File: src/rtl/uart_avalon_master.sv
// Avalon-MM master for the UART FIFO peripheral.
// Polls status, drains RX into a holding reg, pushes TX bytes and starts them.
module uart_avalon_master #(
   parameter int P        = 0,
   parameter int POLL_GAP = 16
) (
   input  logic          clk,
   input  logic          reset,
   input  logic [8+P-1:0] tx_data,
   input  logic          tx_valid,
   output logic          tx_ready,
   output logic [8+P-1:0] rx_data,
   output logic          rx_valid,
   input  logic          rx_ready,
   output logic [1:0]    address,
   output logic          chipselect,
   output logic          read,
   output logic          write,
   output logic [31:0]   writedata,
   input  logic [31:0]   readdata
);

   localparam int DW   = 8 + P;
   localparam int CW   = $clog2(POLL_GAP + 1);
   localparam int LOADV = (POLL_GAP > 1) ? POLL_GAP - 2 : 0;

   typedef enum logic [3:0] {
      IDLE, POLL, POLL_WAIT, DECIDE,
      RD_DATA, RD_WAIT, POP_SET, POP_CLR,
      TX_DATA, PUSH_SET, PUSH_CLR,
      START_SET, START_CLR, GAP, WAIT
   } state_t;

   state_t state, state_n, ret, ret_n;

   logic [3:0]    status;
   logic          tx_pending;
   logic [CW-1:0] cnt;
   logic          rx_go, tx_go, st_go;
   logic          unused_bits;

   assign unused_bits = ^readdata[31:DW];

   // status: [0] full_tx [1] empty_tx [2] full_rx [3] empty_rx
   assign rx_go = !status[3] && !rx_valid;
   assign tx_go = tx_valid && !status[0];
   assign st_go = tx_pending && (!tx_valid || status[0]);

   always_ff @(posedge clk) begin
      if (reset) begin
         state <= IDLE;
         ret   <= IDLE;
      end else begin
         state <= state_n;
         ret   <= ret_n;
      end
   end

   always_comb begin
      state_n    = state;
      ret_n      = ret;
      address    = 2'd0;
      chipselect = 1'b0;
      read       = 1'b0;
      write      = 1'b0;
      writedata  = 32'd0;
      tx_ready   = 1'b0;
      unique case (state)
         IDLE: state_n = POLL;
         POLL: begin
            chipselect = 1'b1;
            read       = 1'b1;
            address    = 2'd2;
            state_n    = POLL_WAIT;
         end
         POLL_WAIT: state_n = DECIDE;
         DECIDE: begin
            if (rx_go)              state_n = RD_DATA;
            else if (tx_go)         state_n = TX_DATA;
            else if (st_go)         state_n = START_SET;
            else if (POLL_GAP > 1)  state_n = WAIT;
            else                    state_n = IDLE;
         end
         RD_DATA: begin
            chipselect = 1'b1;
            read       = 1'b1;
            address    = 2'd1;
            state_n    = RD_WAIT;
         end
         RD_WAIT: state_n = POP_SET;
         POP_SET: begin
            chipselect = 1'b1;
            write      = 1'b1;
            address    = 2'd3;
            writedata  = 32'h4;
            state_n    = GAP;
            ret_n      = POP_CLR;
         end
         POP_CLR: begin
            chipselect = 1'b1;
            write      = 1'b1;
            address    = 2'd3;
            state_n    = GAP;
            ret_n      = IDLE;
         end
         TX_DATA: begin
            chipselect = 1'b1;
            write      = 1'b1;
            address    = 2'd0;
            writedata  = 32'(tx_data);
            tx_ready   = 1'b1;
            state_n    = GAP;
            ret_n      = PUSH_SET;
         end
         PUSH_SET: begin
            chipselect = 1'b1;
            write      = 1'b1;
            address    = 2'd3;
            writedata  = 32'h1;
            state_n    = GAP;
            ret_n      = PUSH_CLR;
         end
         PUSH_CLR: begin
            chipselect = 1'b1;
            write      = 1'b1;
            address    = 2'd3;
            state_n    = GAP;
            ret_n      = IDLE;
         end
         START_SET: begin
            chipselect = 1'b1;
            write      = 1'b1;
            address    = 2'd3;
            writedata  = 32'h2;
            state_n    = GAP;
            ret_n      = START_CLR;
         end
         START_CLR: begin
            chipselect = 1'b1;
            write      = 1'b1;
            address    = 2'd3;
            state_n    = GAP;
            ret_n      = IDLE;
         end
         GAP: state_n = ret;
         WAIT: if (cnt == '0) state_n = IDLE;
         default: state_n = IDLE;
      endcase
   end

   // DECIDE plus the WAIT cycles and IDLE make polls POLL_GAP+3 apart
   always_ff @(posedge clk) begin
      if (reset) begin
         status     <= '0;
         rx_data    <= '0;
         rx_valid   <= 1'b0;
         tx_pending <= 1'b0;
         cnt        <= '0;
      end else begin
         if (state == POLL_WAIT) status <= readdata[3:0];
         if (state == RD_WAIT) rx_data <= readdata[DW-1:0];
         if (state == POP_CLR) begin
            rx_valid <= 1'b1;
         end else if (rx_valid && rx_ready) begin
            rx_valid <= 1'b0;
            rx_data  <= '0;
         end
         if (state == TX_DATA) tx_pending <= 1'b1;
         else if (state == START_SET) tx_pending <= 1'b0;
         if (state == DECIDE) cnt <= CW'(LOADV);
         else if (state == WAIT && cnt != '0) cnt <= cnt - 1'b1;
      end
   end

endmodule

File: config.mk
export PLATFORM = sky130hd
export DESIGN_NAME = uart_avalon_master
export DESIGN_NICKNAME = d
export VERILOG_FILES = /design/src/rtl/uart_avalon_master.sv
export SDC_FILE = /design/constraint.sdc
export NUM_CORES = 1
export LEC_CHECK = 0
export BUFFER_PORTS_ARGS = -buffer_cell sky130_fd_sc_hd__buf_4
export CORE_MARGIN = 1
export CORE_UTILIZATION = 48
export DETAILED_ROUTE_END_ITERATION = 8
export PLACE_DENSITY = 0.86
export SETUP_SLACK_MARGIN = 0.05
export SLEW_MARGIN = 30
export SYNTH_ARGS = -nofsm -noshare
export SYNTH_HDL_FRONTEND = slang
export SYNTH_SLANG_ARGS = --single-unit
File: constraint.sdc
create_clock -name clk -period 3.1 [get_ports clk]
set_clock_uncertainty 0.2 [all_clocks]
set_input_delay 0.31 -clock clk [delete_from_list [all_inputs] [get_ports clk]]
set_output_delay 0.31 -clock clk [all_outputs]
set_load 0.01 [all_outputs]
Word-level counts from Yosys, hierarchy flattened
Index checks and enable logic that the tools add are counted.
Widths: inputs -> output; s select.
{"block": "op_classes", "add_sub_neg": 1, "n_mux": 21, "n_eq_ne": 15, "reduce_logical": 23}
{"op": "$pmux 4 s9", "n": 1}
{"op": "$pmux 8 s4", "n": 1}
{"op": "$eq 4x4->1 const B", "n": 7}
{"op": "$mux 8", "n": 3}
{"op": "$pmux 4 s5", "n": 1}
{"op": "$eq 4x3->1 const B", "n": 4}
{"op": "$mux 4", "n": 4}
{"op": "$reduce_bool 5->1", "n": 2}
{"op": "$reduce_or 9->1", "n": 1}
{"op": "$eq 4x2->1 const B", "n": 2}
{"op": "$mux 1", "n": 8}
{"op": "$reduce_or 7->1", "n": 1}
{"op": "$mux 3", "n": 2}
{"op": "$pmux 2 s3", "n": 1}
{"op": "$reduce_bool 2->1", "n": 3}
{"op": "$reduce_or 6->1", "n": 1}
{"op": "$logic_and 1x1->1", "n": 5}
{"op": "$logic_not 5->1", "n": 1}
{"op": "$sub 5x1->5 const B", "n": 1}
{"op": "$eq 4x1->1 const B", "n": 1}
{"op": "$logic_not 1->1", "n": 4}
{"op": "$logic_not 4->1", "n": 1}
{"op": "$reduce_or 2->1", "n": 2}
{"op": "$reduce_or 3->1", "n": 1}
{"op": "other kinds (2)", "n": 2}
{"block": "word_totals", "word_cells": 68, "ff_bits": 27}

Longest topological paths before layout
{"block": "depth", "word_depth": 7, "mapped_depth": 6}

Worst setup path after synthesis
Ideal clock, no wire load.
{"block": "synth_timing", "kind": "register to output", "from": "reg state[2]", "to": "out writedata[2]", "setup_slack_ns": 1.428, "required_ns": 2.590, "arrival_ns": 1.162, "path_stages_with_launch": 7, "path_cell_list": "dfxtp_1 -> buf_2 -> buf_2 -> nand2_1 -> nor2_1 -> a21oi_1 -> nor2_1"}
{"block": "synth_via", "elab_chain_cells": 2, "word_cells_on_any_way": 5, "cone_classes": "4 x eq/ne; 1 x mux"}
{"element": "start: declaration", "line": "34", "rtl": "state_t state, state_n, ret, ret_n;"}
{"element": "start signal: assignment", "line": "54", "rtl": "state <= state_n;"}
{"element": "$eq 4x4->1 or $eq 4x3->1 (tied branches)", "line": "68", "rtl": "unique case (state)"}
{"element": "$pmux 8 s4 *", "line": "68"}
{"element": "end: declaration", "line": "19", "rtl": "output logic [31:0] writedata,"}
Mark *: on every way between the ends. The rest lies on a longest branch, timed or not.

Final worst setup path
{"block": "layout_timing", "from": "reg state[1]", "to": "out address[1]"}
{"block": "layout_via", "elab_chain_cells": 3, "word_cells_on_any_way": 10, "cone_classes": "8 x eq/ne; 1 x mux; 1 x reduce/logical"}
{"element": "$eq 4x3->1 or $eq 4x4->1 (tied branches)", "line": "68"}
{"element": "$reduce_or 6->1 (no line)"}
{"element": "$pmux 2 s3 *", "line": "68"}
{"element": "end: declaration", "line": "15", "rtl": "output logic [1:0] address,"}
Marked as above.

==> summary.md <==
| Metric | Value |
|---|---|
| Run status | finished, final reports clean |
| Total grt overflow | 0 |
| Synth Warn # | 0 |
| RSZ-0062 raised after global routing | no |
| Overall die height | between 60 and 70 um |
| Setup-failing EPs final | 0 |
| Max clock buf depth | 2 |
| TritonCTS Buffers | 3 |
| Average size of a mapped cell | 8.17 sq um |
| Worst Hold Class | in -> reg |
| Max-slew violations | 0 |
| Placed standard-cell area | 1910 sq um |
| Pre-antenna DRT Iters | 4 |
| CP required | around 2.6 ns |
| Synth area leaders | dfxtp_1 30%, buf_4 12%, nand2_1 6.5% |
| Drt drc | 0 |
| Max H-tree Level | 1 |
| Area leader, netlist | dfxtp_1 |
| ANT cells | 0 |
| Core area | around 3300 sq um |
| Number of I/O port buffers | 42 |
| #FFs+latches synth | 25 |
| Max frequency | 414 MHz |
| Post-CTS setup buffers | 0 |
| Setup Total Neg Slack | 0 ns |
| Post-synthesis async set-or-reset flop share | 0% |
| Total Routed Length | 3370 um |
| PostCTS Resize Cnt | 0 |
| Final min period | 2.41 ns |
| GRT Total Usage | 19.2% |
| Final Cycle Share | 77.9% |
| Post-DP HPWL | 2500 um |
| # rows | 21 |
| Worst skew pair latency | 0.31 ns |
| Slew headroom | between 40% and 50% |
| Most Crowded Layer GR | met2 |
| Seq/Total Area, Yosys | 29.7% |
| 1st-iter DRT viols | 54 |
| CP Max Fanout | 20 |
| CTS clk-pin slew, worst paths | 0.13 ns |
| CTS tree | built |
| CP peak stage delay | 0.84 ns |
| Pin count of the biggest net entering global routing | 27 |
| Growth of design area from synthesis to finish | 15.3% |
| Post-synth EDFFs | 0 |
| Layout cells sized above 1 | 28.1% |
| Core Util, Final | between 50% and 60% |
| # hold bufs at CTS | 0 |
| Antenna Violating Nets Remaining | 0 |
| I/O Pins | 91 |
| Pwr dens | 368 nW/um^2 |
| Synth unique cells | 46 |
| Crit path kind | reg -> out |
| Die ar. | 3750 sq um |
| Net count, final | approximately 290 |
| Vias post-DR | 1482 |
| CP Cell Sequence | nand2_1, nor2_1, nor2_1, o21ai_1, buf_4 |
| Clk sinks | 25 |
| Peak supply drop | 0.000292 V |
| First-pass GRT wire length | 5460 um |
| Static leakage | around 0.77 nW |
| WL/cell | 11.7 um |
| Total Power Consumption | 0.714 mW |
| Die Wd | 61.2 um |
| Post-synth top cells | 29 x nand2_1, 26 x buf_4, 25 x dfxtp_1 |
| Slew @ Worst Pin | 0.772 ns |
| Crit. End Element | output pin |
| Gate Count Post-Synth | roughly 200 |
| Worst EP arrival | 1.90 ns |
| Final Non-Filler Cells | around 290 |
| R2R Setup Slk | 1.08 ns |
| Count leader, synth | nand2_1 |
| Met2 Usage GRT | 34.5% |
| Most common cell on crit path | nor2_1 |
| Fin area | 1940 sq um |
| Vias in the first global route | 1276 |
| Final hold vios | 0 |
| M3 GR Usage | 2.73% |
| # fillers | approximately 310 |
| Maxcap violations | 0 |
| Starting Density | 50.4% |
| Root buf cell | clkbuf_4 |
| Critical path's slowest cell | dfxtp_1 |
| CP Launch Type | register |
| GPL Wtd Cong | 0.845 |
| Via/cell ratio | 5.15 |
| Grt met1 use | a little under a quarter |
| Number of placed cells counting well taps | approximately 280 |
| Post-synth top area share | 29.7% |
| Initial antenna violation count | 0 |
| Mapped cell area | ~1700 sq um |
| Ys flop type | dfxtp_1 |
registers in the layout (all words and copies together), names as in the netlist:
register and flops:
rx_data 8, cnt 5, ret 4, state 4, status 2, rx_valid 1
tx_pending 1
power by group:
group	internal (mW)	switching, mW
logic	0.0914	0.112
registers	0.339	0.0307
clock network	0.0503	0.0911
total	0.480	0.234
per-layer routing:
layer	part of all wire, %	vias to the layer above	wire length (um)
met4	0.74	0	25
met1	41	668	1370
met2	52	73	1740
met5	0	-	0
met3	6.8	4	228
li1	-	737	-
placed cells by master, fill, tap and decap left out, types with 3 or more instances in the layout:
cell type  count
a21oi_1       14
conb_1        24
nor3_2         5
mux2i_1        3
nor3_1         6
dfxtp_1       25
clkbuf_4       3
nor2_1        14
xnor2_1        6
inv_1          5
and2_1         5
nand2_1       29
o21ai_1        4
a21oi_2        8
o22ai_1        3
a31oi_1        4
nand2b_1       5
buf_4         44
final timing paths:
kind                         startpoint  cells past startpoint                    end
hold / removal              readdata[1]                      3  rx_data[1]$_SDFF_PP0_
hold reg to reg   rx_data[2]$_SDFF_PP0_                      2  rx_data[2]$_SDFF_PP0_
setup reg to reg  state[2]$_SDFFE_PP0N_                      5    cnt[3]$_SDFFE_PP0P_
setup / recovery  state[1]$_SDFFE_PP0N_                      5             address[1]
through the flow:
stage,worst slack (ns),hold slack [ns]
3_3_place_gp,1.04,0.257
2_1_floorplan,1.43,0.255
5_1_grt,0.464,0.0175
4_1_cts,0.693,0.0327
3_5_place_dp,1.06,0.258
6_report,0.687,0.0385
final cells by class:
| cell class | count | area, sq um | area share [%] |
|---|---|---|---|
| multi-input combinational | 164 | 1010 | 51.9 |
| sequential | 25 | 500 | 25.8 |
| timing repair buffer | 44 | 330 | 17.0 |
| tap | 46 | 57.6 | 2.97 |
| clock buffer | 4 | 26.3 | 1.35 |
| inverter | 5 | 18.8 | 0.967 |
cells by family after synthesis:
logic type / synth area share (%)
compound gates: 19.3
other cells: 0.223
mux: 1.78
buf+inv: 15.5
simple gates: 28.8
xor+xnor: 3.12
fa+ha+maj: 1.49
flops: 29.7
worst max-delay path: cells and delay by family (launching register included):
family | cells | cell delay, ns
DFF | 1 | 0.84
and+or+nand+nor | 3 | 0.54
buffers and inverters | 1 | 0.13
AOI/OAI and AO/OA | 1 | 0.07
Power figures use the tool's default switching activity.
